### config.mk
export PLATFORM = sky130hd
export DESIGN_NAME = gbe_tx_packetizer
export DESIGN_NICKNAME = d
export VERILOG_FILES = /design/src/rtl/gbe_pkt_pkg.sv /design/src/rtl/gbe_word_serializer.sv /design/src/rtl/gbe_tx_packetizer.sv
export SDC_FILE = /design/constraint.sdc
export NUM_CORES = 1
export LEC_CHECK = 0
export CAP_MARGIN = 20
export CORE_MARGIN = 5
export CORE_UTILIZATION = 50
export DETAILED_ROUTE_END_ITERATION = 6
export GPL_TIMING_DRIVEN = 0
export MAX_ROUTING_LAYER = met4
export PLACE_DENSITY = 0.86
export SKIP_CTS_REPAIR_TIMING = 1
export SLEW_MARGIN = 20
export SYNTH_ARGS = -nofsm -noshare
export SYNTH_HDL_FRONTEND = slang
export SYNTH_SLANG_ARGS = --single-unit
### constraint.sdc
create_clock -name app_clk -period 3 [get_ports app_clk]
set_input_delay 0.45 -clock app_clk [delete_from_list [all_inputs] [get_ports app_clk]]
set_output_delay 0.45 -clock app_clk [all_outputs]
set_load 0.02 [all_outputs]
### src/rtl/gbe_pkt_pkg.sv
// Shared types and helpers for the GbE TX packetizer slice.
// Latency: n/a (package only).
// Backpressure: n/a (package only).
package gbe_pkt_pkg;

  // Packet FSM states; HDR is only reachable when the sequence-header build option is on.
  typedef enum logic [1:0] {
    ST_IDLE = 2'd0,
    ST_HDR  = 2'd1,
    ST_DATA = 2'd2
  } pkt_state_e;

  localparam int unsigned BYTES_PER_WORD = 4;

  typedef logic [1:0] byte_idx_t;

  localparam byte_idx_t BYTE_IDX_LAST = byte_idx_t'(BYTES_PER_WORD - 1);

  // Increment that sticks at all-ones for a counter 'width' bits wide (width <= 32).
  function automatic logic [31:0] sat_inc(input logic [31:0] val, input int unsigned width);
    logic [31:0] max_val;
    max_val = (width >= 32) ? 32'hFFFF_FFFF : ((32'd1 << width) - 32'd1);
    return (val == max_val) ? val : (val + 32'd1);
  endfunction

endpackage

### src/rtl/gbe_word_serializer.sv
// Holds one 32-bit user word and hands its bytes out MSB-first, one per cycle.
// Latency: a word accepted into an empty holder offers byte 0 in the accept cycle itself.
// Backpressure: afull_i freezes the byte index; a new word is taken only when empty or on byte 3.
//
// Ports:
//   clk_i, rst_i         clock, synchronous active-high reset
//   rdy_en_i             global ready enable (low for one cycle after reset)
//   hold_block_i         suppress all emission and acceptance (header phase)
//   direct_block_i       suppress emitting byte 0 straight from in_data_i on accept
//   in_data/valid/last_i upstream word; in_ready_o / acc_o handshake
//   afull_i              downstream almost full
//   emit_o/emit_byte_o   a byte leaves the holder this cycle
//   word_done_o          the emitted byte is byte 3 of the held word
//   word_last_o          in_last flag of the held word
module gbe_word_serializer
  import gbe_pkt_pkg::*;
(
  input  logic        clk_i,
  input  logic        rst_i,
  input  logic        rdy_en_i,
  input  logic        hold_block_i,
  input  logic        direct_block_i,
  input  logic [31:0] in_data_i,
  input  logic        in_valid_i,
  input  logic        in_last_i,
  output logic        in_ready_o,
  output logic        acc_o,
  input  logic        afull_i,
  output logic        emit_o,
  output logic [7:0]  emit_byte_o,
  output logic        word_done_o,
  output logic        word_last_o
);

  logic [31:0] word_q, word_d;
  logic        last_q, last_d;
  logic        hold_vld_q, hold_vld_d;
  byte_idx_t   idx_q, idx_d;
  logic        idx_at_last;
  logic        hold_emit;
  logic        direct_emit;

  always_comb begin
    idx_at_last = (idx_q == BYTE_IDX_LAST);
    in_ready_o  = rdy_en_i && !hold_block_i && (!hold_vld_q || (idx_at_last && !afull_i));
    acc_o       = in_valid_i && in_ready_o;
    hold_emit   = hold_vld_q && !afull_i && !hold_block_i;
    // An empty holder lets byte 0 go out in the accept cycle, giving 1-cycle latency.
    direct_emit = !hold_vld_q && acc_o && !afull_i && !direct_block_i;
    emit_o      = hold_emit || direct_emit;
    word_done_o = hold_emit && idx_at_last;
    word_last_o = last_q;

    emit_byte_o = in_data_i[31:24];
    if (hold_vld_q) begin
      case (idx_q)
        2'd0:    emit_byte_o = word_q[31:24];
        2'd1:    emit_byte_o = word_q[23:16];
        2'd2:    emit_byte_o = word_q[15:8];
        default: emit_byte_o = word_q[7:0];
      endcase
    end

    word_d     = word_q;
    last_d     = last_q;
    hold_vld_d = hold_vld_q;
    idx_d      = idx_q;
    if (!hold_vld_q) begin
      if (acc_o) begin
        word_d     = in_data_i;
        last_d     = in_last_i;
        hold_vld_d = 1'b1;
        idx_d      = direct_emit ? byte_idx_t'(1) : byte_idx_t'(0);
      end
    end else if (hold_emit) begin
      if (idx_at_last) begin
        idx_d = '0;
        // Back-to-back: the next word drops in as byte 3 of the current one leaves.
        if (acc_o) begin
          word_d = in_data_i;
          last_d = in_last_i;
        end else begin
          hold_vld_d = 1'b0;
        end
      end else begin
        idx_d = idx_q + byte_idx_t'(1);
      end
    end
  end

  always_ff @(posedge clk_i) begin
    if (rst_i) begin
      word_q     <= '0;
      last_q     <= 1'b0;
      hold_vld_q <= 1'b0;
      idx_q      <= '0;
    end else begin
      word_q     <= word_d;
      last_q     <= last_d;
      hold_vld_q <= hold_vld_d;
      idx_q      <= idx_d;
    end
  end

endmodule

### src/rtl/gbe_tx_packetizer.sv
// Serializes 32-bit user words into the UDP core app_tx byte stream, framing packets with eof.
// Latency: byte 0 of a word accepted into an idle packetizer appears on app_tx_dvld 1 cycle later.
// Backpressure: app_tx_afull stalls emission (mid-word allowed); in_ready drops while stalled.
//
// Build option: define GBE_PKT_SEQ_HDR_EN to prefix every packet with a 4-byte big-endian
// sequence number (starts at 0 after reset, +1 per packet).
//
// Ports:
//   app_clk, app_rst            clock, synchronous active-high reset
//   in_data/valid/last, in_ready  user word stream (byte [31:24] first)
//   cfg_destip, cfg_destport    destination, captured on the first word of each packet
//   app_tx_data/dvld/eof        registered byte stream to the UDP core
//   app_tx_destip/destport      destination, constant from first byte through eof
//   app_tx_afull, app_tx_overflow  UDP core TX FIFO status
//   pkt_count, ovf_count        saturating packet / overflow-edge counters
module gbe_tx_packetizer
  import gbe_pkt_pkg::*;
#(
  parameter int MAX_WORDS = 256,
  parameter int CNT_W     = 16
) (
  input  logic             app_clk,
  input  logic             app_rst,
  input  logic [31:0]      in_data,
  input  logic             in_valid,
  input  logic             in_last,
  output logic             in_ready,
  input  logic [31:0]      cfg_destip,
  input  logic [15:0]      cfg_destport,
  output logic [7:0]       app_tx_data,
  output logic             app_tx_dvld,
  output logic             app_tx_eof,
  output logic [31:0]      app_tx_destip,
  output logic [15:0]      app_tx_destport,
  input  logic             app_tx_afull,
  input  logic             app_tx_overflow,
  output logic [CNT_W-1:0] pkt_count,
  output logic [CNT_W-1:0] ovf_count
);

  localparam int WCNT_W = (MAX_WORDS > 1) ? $clog2(MAX_WORDS) : 1;
  localparam logic [WCNT_W-1:0] WCNT_LAST = WCNT_W'(MAX_WORDS - 1);

`ifdef GBE_PKT_SEQ_HDR_EN
  localparam pkt_state_e FIRST_STATE = ST_HDR;
`else
  localparam pkt_state_e FIRST_STATE = ST_DATA;
`endif

  pkt_state_e        state_q, state_d;
  logic              rdy_en_q;
  logic [WCNT_W-1:0] wcnt_q, wcnt_d;
  logic [7:0]        data_q, data_d;
  logic              dvld_q, dvld_d;
  logic              eof_q, eof_d;
  logic [31:0]       destip_q, destip_d, pend_ip_q, pend_ip_d;
  logic [15:0]       destport_q, destport_d, pend_port_q, pend_port_d;
  logic              first_pend_q, first_pend_d;
  logic [CNT_W-1:0]  pkt_cnt_q, pkt_cnt_d, ovf_cnt_q, ovf_cnt_d;
  logic              ovf_prev_q;

  logic              hold_block, direct_block;
  logic              ser_acc, ser_emit, ser_word_done, ser_word_last;
  logic [7:0]        ser_byte;
  logic              hdr_emit;
  logic [7:0]        hdr_byte;
  logic              eof_now, pkt_start;

`ifdef GBE_PKT_SEQ_HDR_EN
  logic [31:0]       seq_q, seq_d;
  byte_idx_t         hdr_idx_q, hdr_idx_d;
  // Payload bytes wait in the holder until the header has gone out.
  assign direct_block = (state_q == ST_IDLE);
`else
  assign direct_block = 1'b0;
`endif
  assign hold_block = (state_q == ST_HDR);

  gbe_word_serializer u_ser (
    .clk_i          (app_clk),
    .rst_i          (app_rst),
    .rdy_en_i       (rdy_en_q),
    .hold_block_i   (hold_block),
    .direct_block_i (direct_block),
    .in_data_i      (in_data),
    .in_valid_i     (in_valid),
    .in_last_i      (in_last),
    .in_ready_o     (in_ready),
    .acc_o          (ser_acc),
    .afull_i        (app_tx_afull),
    .emit_o         (ser_emit),
    .emit_byte_o    (ser_byte),
    .word_done_o    (ser_word_done),
    .word_last_o    (ser_word_last)
  );

  always_comb begin
    hdr_emit = 1'b0;
    hdr_byte = 8'h00;
`ifdef GBE_PKT_SEQ_HDR_EN
    seq_d     = seq_q;
    hdr_idx_d = hdr_idx_q;
    hdr_emit  = (state_q == ST_HDR) && !app_tx_afull;
    case (hdr_idx_q)
      2'd0:    hdr_byte = seq_q[31:24];
      2'd1:    hdr_byte = seq_q[23:16];
      2'd2:    hdr_byte = seq_q[15:8];
      default: hdr_byte = seq_q[7:0];
    endcase
    if (hdr_emit) begin
      hdr_idx_d = hdr_idx_q + byte_idx_t'(1);
      if (hdr_idx_q == BYTE_IDX_LAST) seq_d = seq_q + 32'd1;
    end
`endif

    dvld_d  = hdr_emit || ser_emit;
    data_d  = hdr_emit ? hdr_byte : (ser_emit ? ser_byte : 8'h00);
    eof_now = ser_word_done && (ser_word_last || (wcnt_q == WCNT_LAST));
    eof_d   = eof_now;
    // The first word of a packet arrives either from idle or in the same cycle as the eof byte.
    pkt_start = ser_acc && ((state_q == ST_IDLE) || eof_now);

    wcnt_d = wcnt_q;
    if (eof_now)            wcnt_d = '0;
    else if (ser_word_done) wcnt_d = wcnt_q + WCNT_W'(1);

    // The new destination is staged at accept and only shown with the packet's first byte,
    // so the previous packet's eof byte still carries its own destination.
    destip_d     = destip_q;
    destport_d   = destport_q;
    pend_ip_d    = pend_ip_q;
    pend_port_d  = pend_port_q;
    first_pend_d = first_pend_q;
    if (dvld_d && first_pend_q) begin
      destip_d     = pend_ip_q;
      destport_d   = pend_port_q;
      first_pend_d = 1'b0;
    end
    if (pkt_start) begin
      if ((state_q == ST_IDLE) && dvld_d) begin
        destip_d   = cfg_destip;
        destport_d = cfg_destport;
      end else begin
        pend_ip_d    = cfg_destip;
        pend_port_d  = cfg_destport;
        first_pend_d = 1'b1;
      end
    end

    state_d = state_q;
    case (state_q)
      ST_IDLE: if (ser_acc) state_d = FIRST_STATE;
      ST_HDR:  if (hdr_emit && (hdr_byte_last())) state_d = ST_DATA;
      ST_DATA: if (eof_now) state_d = ser_acc ? FIRST_STATE : ST_IDLE;
      default: state_d = ST_IDLE;
    endcase

    pkt_cnt_d = eof_now ? CNT_W'(sat_inc(32'(pkt_cnt_q), CNT_W)) : pkt_cnt_q;
    ovf_cnt_d = (app_tx_overflow && !ovf_prev_q) ? CNT_W'(sat_inc(32'(ovf_cnt_q), CNT_W)) : ovf_cnt_q;
  end

  // True on the final header byte; constant false when the header option is off.
  function automatic logic hdr_byte_last();
`ifdef GBE_PKT_SEQ_HDR_EN
    return (hdr_idx_q == BYTE_IDX_LAST);
`else
    return 1'b0;
`endif
  endfunction

  always_ff @(posedge app_clk) begin
    if (app_rst) begin
      state_q      <= ST_IDLE;
      rdy_en_q     <= 1'b0;
      wcnt_q       <= '0;
      data_q       <= '0;
      dvld_q       <= 1'b0;
      eof_q        <= 1'b0;
      destip_q     <= '0;
      destport_q   <= '0;
      pend_ip_q    <= '0;
      pend_port_q  <= '0;
      first_pend_q <= 1'b0;
      pkt_cnt_q    <= '0;
      ovf_cnt_q    <= '0;
      ovf_prev_q   <= 1'b0;
`ifdef GBE_PKT_SEQ_HDR_EN
      seq_q        <= '0;
      hdr_idx_q    <= '0;
`endif
    end else begin
      state_q      <= state_d;
      rdy_en_q     <= 1'b1;
      wcnt_q       <= wcnt_d;
      data_q       <= data_d;
      dvld_q       <= dvld_d;
      eof_q        <= eof_d;
      destip_q     <= destip_d;
      destport_q   <= destport_d;
      pend_ip_q    <= pend_ip_d;
      pend_port_q  <= pend_port_d;
      first_pend_q <= first_pend_d;
      pkt_cnt_q    <= pkt_cnt_d;
      ovf_cnt_q    <= ovf_cnt_d;
      ovf_prev_q   <= app_tx_overflow;
`ifdef GBE_PKT_SEQ_HDR_EN
      seq_q        <= seq_d;
      hdr_idx_q    <= hdr_idx_d;
`endif
    end
  end

  assign app_tx_data     = data_q;
  assign app_tx_dvld     = dvld_q;
  assign app_tx_eof      = eof_q;
  assign app_tx_destip   = destip_q;
  assign app_tx_destport = destport_q;
  assign pkt_count       = pkt_cnt_q;
  assign ovf_count       = ovf_cnt_q;

endmodule

==> flow_summary.json <==
{
  "status": "finished, final reports clean",
  "cpMaxStageDelayCell": "clkdlybuf4s50_1",
  "sequentialPowerShare_pct": 49.2,
  "maxSlewViolCount": 0,
  "synth.area.top_cells": "dfxtp_1, nand2_1, mux2i_1, a21oi_1, a211oi_1",
  "area.growth.synth_to_final_pct": 33.4,
  "grt.busiest_layer": "met2",
  "period_share_pct": 93.8,
  "slowest_delay_ns": 0.60,
  "htreeDepth": 4,
  "clockBufferDepth": 2,
  "drc": 0,
  "synth-seq-cells": 186,
  "start_util_pct": 50.7,
  "grt_setup_unrepaired": "no",
  "grt_max_degree": 17,
  "power.leakage_nw": 3.42,
  "total_power_w": 0.00529,
  "path_class": "in2out",
  "swShare_pct": 24.4,
  "tritoncts": "done",
  "rr_worst_depth": 9,
  "cpLargestDelayFamily": "buffers and inverters",
  "path_clk_slew_ns": 0.06,
  "crit_fanout": 10,
  "n_antenna_cell": 0,
  "syn_nets": 990,
  "power.share.combinational_pct": 10.3,
  "ios": 177,
  "syn_area_per_cell_um2": 8.53,
  "grt_use_met2_pct": 38.3,
  "path_cells": "clkdlybuf4s50_1 -> clkbuf_1 -> o21ai_0 -> and2_1 -> clkdlybuf4s50_1",
  "wire_per_inst_um": 16.7,
  "skew_ns": 0.00708,
  "cp.arrival_ns": 2.37,
  "yosysWarnings": 0,
  "cp_common_cell": "clkdlybuf4s50_1",
  "drive_gt1_share_pct": 3.99,
  "grt_pass1_vias": 6890,
  "synth_top_area_share_pct": 48.7,
  "chipHeight_um": 134,
  "drtIter0Drc": 554,
  "critPathRequiredTime_ns": 2.55,
  "synth_top_area_cell": "dfxtp_1",
  "fin_tns_setup_ns": 0,
  "r2r_slack_ns": 0.28,
  "place_hpwl_mm": 15.3,
  "numCtsBuffers": 17,
  "synth-seq-area-share_pct": 48.7,
  "place_congestion": 0.868,
  "core_mm2": 0.0151,
  "die_w_um": 134,
  "final-hold-violation-count": 0,
  "powerDensity_mw_per_mm2": 519,
  "gr-total-overflow": 0,
  "clock.fmax_mhz": 355,
  "worst_setup_path_end_kind": "primary output",
  "cap_viol_max_count": 0,
  "slew_headroom_pct": 48.8,
  "antenna_found_initial": 0,
  "ant_nets": 0,
  "worstHoldPathCells": 2,
  "clock_latency_ns": 0.44,
  "layout_commonest_cell": "nand2_1",
  "final_cells": 1291,
  "worst-path-stages": 5,
  "intPower_w": 0.00400,
  "clock-sinks": 186,
  "vias": 7337,
  "netlist_area_mm2": 0.00764,
  "grt_pass1_wl_mm": 34.4,
  "grt_util_met3_pct": 6.53,
  "fin_crit_ns": 2.82,
  "cp_num_buf_inv": 3,
  "worstSetupStartpointType": "primary input",
  "ir_drop_uv": 452,
  "die_area_mm2": 0.0179,
  "via_per_inst": 5.68,
  "clockPowerShare_pct": 40.4,
  "grtUsageMet1_pct": 30.3,
  "rows": 45,
  "worstMarginPinSlew_ns": 0.768,
  "place_inst": 1259,
  "synth_cell_types": 41,
  "synthCells": 896,
  "hp-class": "in2reg",
  "timing.rr.end": "pend_ip_q[28]",
  "layout_common_cells": "nand2_1, dfxtp_1, clkdlybuf4s50_1",
  "fin_nets": 1184,
  "first_pass_iters": 7,
  "io_buffer_count": 175,
  "switching_power_w": 0.00129,
  "hold_path_end": "rdy_en_q",
  "root_buffer": "clkbuf_16",
  "grt_use_total_pct": 24.4,
  "drt_wl_total_mm": 21.6,
  "r2r_start": "u_ser.idx_q[0]",
  "hp-start": "app_rst",
  "setup_violations": 0
}
-- state kept, by name, summed over array words and instances, names as in the netlist, 2 cells and up --
| signal | flops |
|---|---|
| app_tx_data | 8 |
| app_tx_destip | 32 |
| app_tx_destport | 16 |
| ovf_count | 16 |
| pend_ip_q | 32 |
| pend_port_q | 16 |
| pkt_count | 16 |
| u_ser.idx_q | 2 |
| u_ser.word_q | 32 |
| wcnt_q | 8 |
-- synthesized netlist by cell type --
cell type  number
nand2b_1        3
nand4_1        12
nand3_1        15
nor4_1          8
nor3b_1         1
nand3b_1        1
and4_4          1
buf_2           9
a21oi_1        97
inv_1           7
and3_1          3
or3b_1          1
nand2_1       190
mux2i_1        59
nor4b_1         4
clkbuf_1       54
o22a_1          1
buf_1           1
or4_1           4
a21o_1          1
and4_1          6
dfxtp_1       186
or4b_2          3
and3b_1         1
nor2b_1         3
xor2_1          8
o21ai_0        15
nor3_1          6
o21a_1          1
nor4bb_1        1
ha_1            8
o2111ai_1       1
or3_1           5
a41oi_4         1
nor2_1         95
and2_1          3
a211oi_1       48
a41o_1          1
xnor2_1        19
a222oi_1        8
o31ai_1         5
-- worst register-to-register path: cells and delay by family (launching register included) --
family / cells / cell delay (ns)
DFF: 1 / 0.44
and+or+nand+nor: 3 / 0.39
buffers and inverters: 3 / 0.82
AOI/OAI and AO/OA: 2 / 0.74
adders and majority gates: 1 / 0.25
-- stage by stage --
step | util [%] | setup WS [ns] | hold slack, ns | cell area, um2
detailed placement | 63.8 | -0.130 | 0.444 | 9630
finish | 67.6 | 0.185 | 0.437 | 10200
floorplan | - | 0.900 | 0.432 | 7640
CTS | 67.5 | 0.200 | 0.432 | 10200
global route | 67.6 | 0.00678 | 0.456 | 10200
global placement | 63.8 | -0.0830 | 0.438 | 9630
-- routing by layer --
layer / vias up / share of wire (%)
met5: - / 0
met4: 0 / 2.3
met3: 45 / 8.6
met2: 307 / 48
met1: 3486 / 41
li1: 3499 / -
-- area by class of cell --
type | instances | area (um2)
tap | 188 | 235
clock buffer | 22 | 464
inverter | 7 | 26.3
buffer | 64 | 251
clock inverter | 10 | 93.8
multi-input combinational | 639 | 3650
fill | 1204 | 4890
timing repair buffer | 175 | 1750
sequential | 186 | 3720
-- logic make-up after synthesis --
| kind of cell | after synthesis | share of synthesized area [%] |
|---|---|---|
| AND/OR/NAND/NOR | 366 | 21.0 |
| flip-flops | 186 | 48.7 |
| AO/OA/AOI/OAI | 179 | 14.5 |
| buffers and inverters | 71 | 3.63 |
| multiplexers | 59 | 7.73 |
| XOR/XNOR | 27 | 3.09 |
| adder cells (fa/ha/maj) | 8 | 1.31 |
-- worst max-delay path by stage --
stage	start	to	slack, ns
global route	u_ser.idx_q[0]	pend_ip_q[25]	0.007
floorplan	u_ser.idx_q[0]	app_tx_destip[0]	0.90
finish	app_tx_afull	in_ready	0.18
global placement	app_tx_afull	pend_ip_q[28]	-0.08
CTS	u_ser.idx_q[0]	in_ready	0.20
detailed placement	app_tx_afull	pend_ip_q[24]	-0.13
-- power groups by stage --
stage	clock [W]	sequential, W	combinational [W]
3_3_place_gp	0	0.00266	0.000532
3_5_place_dp	0	0.00266	0.000541
4_1_cts	0.00215	0.00260	0.000546
6_report	0.00214	0.00260	0.000547
5_1_grt	0.00227	0.00261	0.000589
2_1_floorplan	0	0.00269	0.000218
(Power assumes the default switching activity.)
